`src/rtl/intc_pkg.sv`:
```
// intc_pkg: register map, source count and source-id type shared by the interrupt controller.
package intc_pkg;
    localparam int NSRC = 4;
    localparam int ADDR_WIDTH = 16;
    localparam logic [15:0] A_PEND = 16'h000a;
    localparam logic [15:0] A_EN = 16'h000c;
    localparam logic [15:0] A_MODE = 16'h000e;
    localparam logic [15:0] A_VEC = 16'h0010;
    typedef logic [3:0] src_id_t;
endpackage

```
`src/rtl/intc_prio.sv`:
```
// intc_prio: find-first-set, lowest index wins.
module intc_prio import intc_pkg::*; #(
    parameter int N = 4
) (
    input  logic [N-1:0] req,
    output logic         valid,
    output src_id_t      id
);
    always_comb begin
        valid = |req;
        id = '0;
        for (int i = N - 1; i >= 0; i--)
            if (req[i]) id = src_id_t'(i);
    end
endmodule

```
`src/rtl/intc.sv`:
```
// intc: prioritised interrupt controller with edge/level sources, claim via VEC read and EOI via VEC write.
module intc import intc_pkg::*; #(
    parameter int NSRC = intc_pkg::NSRC,
    parameter int ADDR_WIDTH = intc_pkg::ADDR_WIDTH
) (
    input  logic                  clk,
    input  logic                  rst,
    input  logic [ADDR_WIDTH-1:0] mem_addr,
    input  logic                  wr_mem,
    input  logic                  byt,
    input  logic [15:0]           wr_data,
    output logic [15:0]           rd_data,
    output logic                  rd_sel,
    input  logic [NSRC-1:0]       src_irq,
    output logic                  irq
);
    logic [NSRC-1:0] s_q, s_d, pend, insv, pend_n, insv_n, set, clr, edge_m;
    logic [15:0] en, mode, bm, wd_m, rd_n;
    logic [ADDR_WIDTH-2:0] wa;
    logic sel_pend, sel_en, sel_mode, sel_vec, claim, eoi, win_v, svc_v, irq_n;
    src_id_t win_id, svc_id;

    intc_prio #(.N(NSRC)) u_win (.req(pend & en[NSRC-1:0]), .valid(win_v), .id(win_id));
    intc_prio #(.N(NSRC)) u_svc (.req(insv), .valid(svc_v), .id(svc_id));

    always_comb begin
        wa = mem_addr[ADDR_WIDTH-1:1];
        sel_pend = wa == (ADDR_WIDTH-1)'(A_PEND >> 1);
        sel_en = wa == (ADDR_WIDTH-1)'(A_EN >> 1);
        sel_mode = wa == (ADDR_WIDTH-1)'(A_MODE >> 1);
        sel_vec = wa == (ADDR_WIDTH-1)'(A_VEC >> 1);
        bm = byt ? (mem_addr[0] ? 16'hff00 : 16'h00ff) : 16'hffff;
        wd_m = wr_data & bm;
        claim = sel_vec && !wr_mem && win_v;
        eoi = sel_vec && wr_mem;
        edge_m = mode[NSRC-1:0];
        set = s_q & ~s_d;
        clr = (wr_mem && sel_pend ? wd_m[NSRC-1:0] : '0) | (claim ? NSRC'(1) << win_id : '0);
        // set wins over any clear landing in the same cycle
        pend_n = (edge_m & ((pend & ~clr) | set)) | (~edge_m & s_q);
        insv_n = (insv | (claim ? NSRC'(1) << win_id : '0)) & ~(eoi && svc_v ? NSRC'(1) << svc_id : '0);
        rd_n = sel_pend ? 16'(pend) : sel_en ? en : sel_mode ? mode :
               sel_vec && win_v ? {1'b1, 11'd0, win_id} : 16'h0000;
        irq_n = win_v && (!svc_v || win_id < svc_id);
    end

    always_ff @(posedge clk) begin
        if (rst) begin
            s_q <= '0;
            s_d <= '0;
            pend <= '0;
            insv <= '0;
            en <= '0;
            mode <= '0;
            rd_data <= '0;
            rd_sel <= 1'b0;
            irq <= 1'b0;
        end else begin
            s_q <= src_irq;
            s_d <= s_q;
            pend <= pend_n;
            insv <= insv_n;
            en <= wr_mem && sel_en ? (en & ~bm) | wd_m : en;
            mode <= wr_mem && sel_mode ? (mode & ~bm) | wd_m : mode;
            rd_data <= wr_mem ? 16'h0000 : rd_n;
            rd_sel <= !wr_mem && (sel_pend || sel_en || sel_mode || sel_vec);
            irq <= irq_n;
        end
    end
endmodule

```
`config.mk`:
```
export PLATFORM = sky130hd
export DESIGN_NAME = intc
export DESIGN_NICKNAME = d
export VERILOG_FILES = /design/src/rtl/intc_pkg.sv /design/src/rtl/intc_prio.sv /design/src/rtl/intc.sv
export SDC_FILE = /design/constraint.sdc
export NUM_CORES = 1
export LEC_CHECK = 0
export CORE_MARGIN = 2
export CORE_UTILIZATION = 55
export DETAILED_ROUTE_END_ITERATION = 16
export PLACE_DENSITY = 0.85
export SLEW_MARGIN = 20
export SYNTH_ARGS = -nofsm -noshare
export SYNTH_HDL_FRONTEND = slang
export SYNTH_SLANG_ARGS = --single-unit
```
`constraint.sdc`:
```
create_clock -name clk -period 4.05 [get_ports clk]
set_input_delay 0.81 -clock clk [delete_from_list [all_inputs] [get_ports clk]]
set_output_delay 0.81 -clock clk [all_outputs]
set_load 0.005 [all_outputs]
```
==> impl_metrics.ini <==
[clock_network]
cts_resized = 0
h-tree-depth = 3
cts_made_buffers = 9
cts_hold_buf = 0
cts.path.max_buffers = 2
cts_num_sinks = 66
clk-insertion-delay-late_ns = 0.34
path_clk_slew_ns = 0.06
cts_tree = done
post-cts-setup-buffers = 0
cts_root_buf = clkbuf_8

[grt]
busiest_layer = met2
grt_use_met2 = 0.451
grt_usage = 0.269
gr-total-overflow = 0
use_met3 = 0.0582
grt_max_degree = 35
antenna_found_initial = 0
grt_use_met1 = 0.333
grt_pass1_wl_microns = 11600
grt_pass1_vias = 2469

[layout]
final_area_sq_um = 3620
drive_above_1_share = 0.0640
final_common_cell = dfxtp_1
layout_common_cells = dfxtp_1 (66), clkdlybuf4s50_1 (57), o21ai_0 (40)
area_growth_pct = 28.2
antenna_cells = 0
multi_input_area_sq_um = 1370
final-seq-area_sq_um = 1320
fillers = 425
nNetsFinal = 411

[sta]
rsz0062_at_grt = false
worst-slew-pin-transition_ns = 0.758
max-slew-margin-rel = 0.493
finalCritPeriodShare = 0.713
slew_viol_final = 0
fin_skew_ns = 0.00837
fin_crit_ns = 2.89
final_hold_viol_count = 0
clock.fmax_mhz = 346
setup_violations = 0
setup_tns_ns = 0

[die]
io_pins = 58
die_w_microns = 75.7
core_sq_um = 5040
fp-row-count = 26
start_util = 0.561
design.die.area_sq_um = 5730
die_h_microns = 75.7

[power]
pwr-share-comb = 0.062
cellPowerDensity_nw_per_um2 = 384
swShare = 0.204
power.leakage_nw = 1.24
ir_worst_vdd_mv = 0.236
power_mw = 1.39
p_switching_mw = 0.284
p_seq_frac = 0.473
clkPwrFrac = 0.466
intPower_mw = 1.11

[run]
cap_violations = 0

[synth]
syn-cell-area_sq_um = 2830
ys_types = 43
synth-seq-cells = 66
ys_warn_count = 0
yosysSeqAreaShare = 0.467
syn_nets = 364
avgSynthCellArea_sq_um = 8.75
syn_inst = 323

[detailed_routing]
viasPerCell = 5.93
wirelength_microns = 7090
route.detailed.drc = 0
postRouteAntennaNets = 0
drtPass1Iterations = 5
wire_per_inst_microns = 15.9
vias = 2640
drt_iter0_markers = 230

[run_status]
outcome = finished, final reports clean

[critical_path]
required_ns = 4.25
regToRegSetupSlack_ns = 2.43
cp-end-kind = register
path_max_fanout = 20
crit_type = in2reg
cp-start-kind = primary input
crit_arrival_ns = 3.09

[placement]
place_hpwl_microns = 4620
portBuffers = 57
placed_area_sq_um = 3390
place_congestion = 0.859

[min_path]
hp-class = reg2reg
==> critical path, cell delays in order <==
cell	delay [ns]
clkdlybuf4s50_1	0.45
nor4_4	0.51
nand4_1	0.70
nor3_1	0.45
o21ai_0	0.16
==> layer usage <==
layer / part of all wire / wire (microns) / vias up
met1: 0.41 / 2940 / 1247
met5: 0 / 0 / -
met3: 0.061 / 433 / 16
met4: 0.020 / 140 / 0
met2: 0.50 / 3580 / 110
li1: - / - / 1267
==> Yosys cell counts <==
master,instances,area share
nor3_2,1,0.0035
o2bb2ai_1,4,0.012
and3b_1,1,0.0031
or2_2,1,0.0022
a32o_1,1,0.0035
mux2i_1,13,0.046
nor2_1,15,0.020
nor3_1,5,0.0089
a31oi_1,1,0.0022
a211oi_1,1,0.0027
nor4_4,2,0.015
nor4_1,3,0.0066
o211a_1,2,0.0071
o2111ai_1,2,0.0062
o21ai_0,40,0.071
o31ai_1,2,0.0053
nor4b_2,1,0.0053
buf_4,4,0.011
nand2_1,16,0.021
buf_2,7,0.012
o21a_1,3,0.0080
nand2b_1,6,0.013
dfxtp_1,66,0.47
nor4_2,1,0.0044
o311a_1,1,0.0035
a32oi_1,1,0.0031
nand3_1,39,0.069
and3_1,2,0.0044
nand3b_1,1,0.0027
a2111oi_0,1,0.0031
nand4b_1,1,0.0031
nand4_1,4,0.0089
a22o_1,1,0.0031
buf_1,1,0.0013
nand4_2,1,0.0044
ha_1,1,0.0044
clkbuf_1,11,0.015
or3_1,2,0.0044
nor2b_1,10,0.022
and4_1,4,0.012
a22oi_1,2,0.0053
a21oi_1,36,0.064
inv_1,6,0.0080
==> layout make-up <==
cell class | count | area share
clock buffers | 10 | 0.0352
clock inverters | 6 | 0.0290
inverters | 6 | 0.00622
multi-input cells | 228 | 0.379
flip-flops and latches | 66 | 0.365
well taps | 70 | 0.0242
repair buffers | 59 | 0.162
==> kinds of logic after synthesis <==
| group | count (synthesis) | synth area share |
|---|---|---|
| AOI/OAI and AO/OA | 98 | 0.200 |
| adders and majority gates | 1 | 0.00443 |
| buffers and inverters | 29 | 0.0469 |
| DFF | 66 | 0.467 |
| muxes | 13 | 0.0460 |
| and+or+nand+nor | 116 | 0.235 |
==> path summary, 6_finish.rpt <==
kind                          start            endpoint  cells after the start
setup / recovery        mem_addr[7]  pend[0]$_SDFF_PP0_                      5
hold / removal    s_q[3]$_SDFF_PP0_   s_d[3]$_SDFF_PP0_                      1
setup reg to reg           register      irq$_SDFF_PP0_                      5
hold reg to reg   s_q[3]$_SDFF_PP0_   s_d[3]$_SDFF_PP0_                      1
==> stage by stage <==
step,hold slack [ns],cells,setup slack [ns],util
after global routing,0.484,445,1.03,0.718
final,0.470,445,1.16,0.718
after detailed placement,0.459,429,0.878,0.672
after CTS,0.470,445,1.20,0.718
after global placement,0.458,429,1.03,0.672
after floorplan,0.446,323,2.03,-
==> power by group through the flow <==
stage	clock network (mW)	logic (mW)	registers (mW)
6_report	0.647	0.0855	0.657
3_3_place_gp	0	0.0827	0.672
4_1_cts	0.654	0.0848	0.657
5_1_grt	0.686	0.0919	0.657
3_5_place_dp	0	0.0841	0.671
2_1_floorplan	0	0.0317	0.671
No activity file was read; power rests on OpenSTA's default activity.
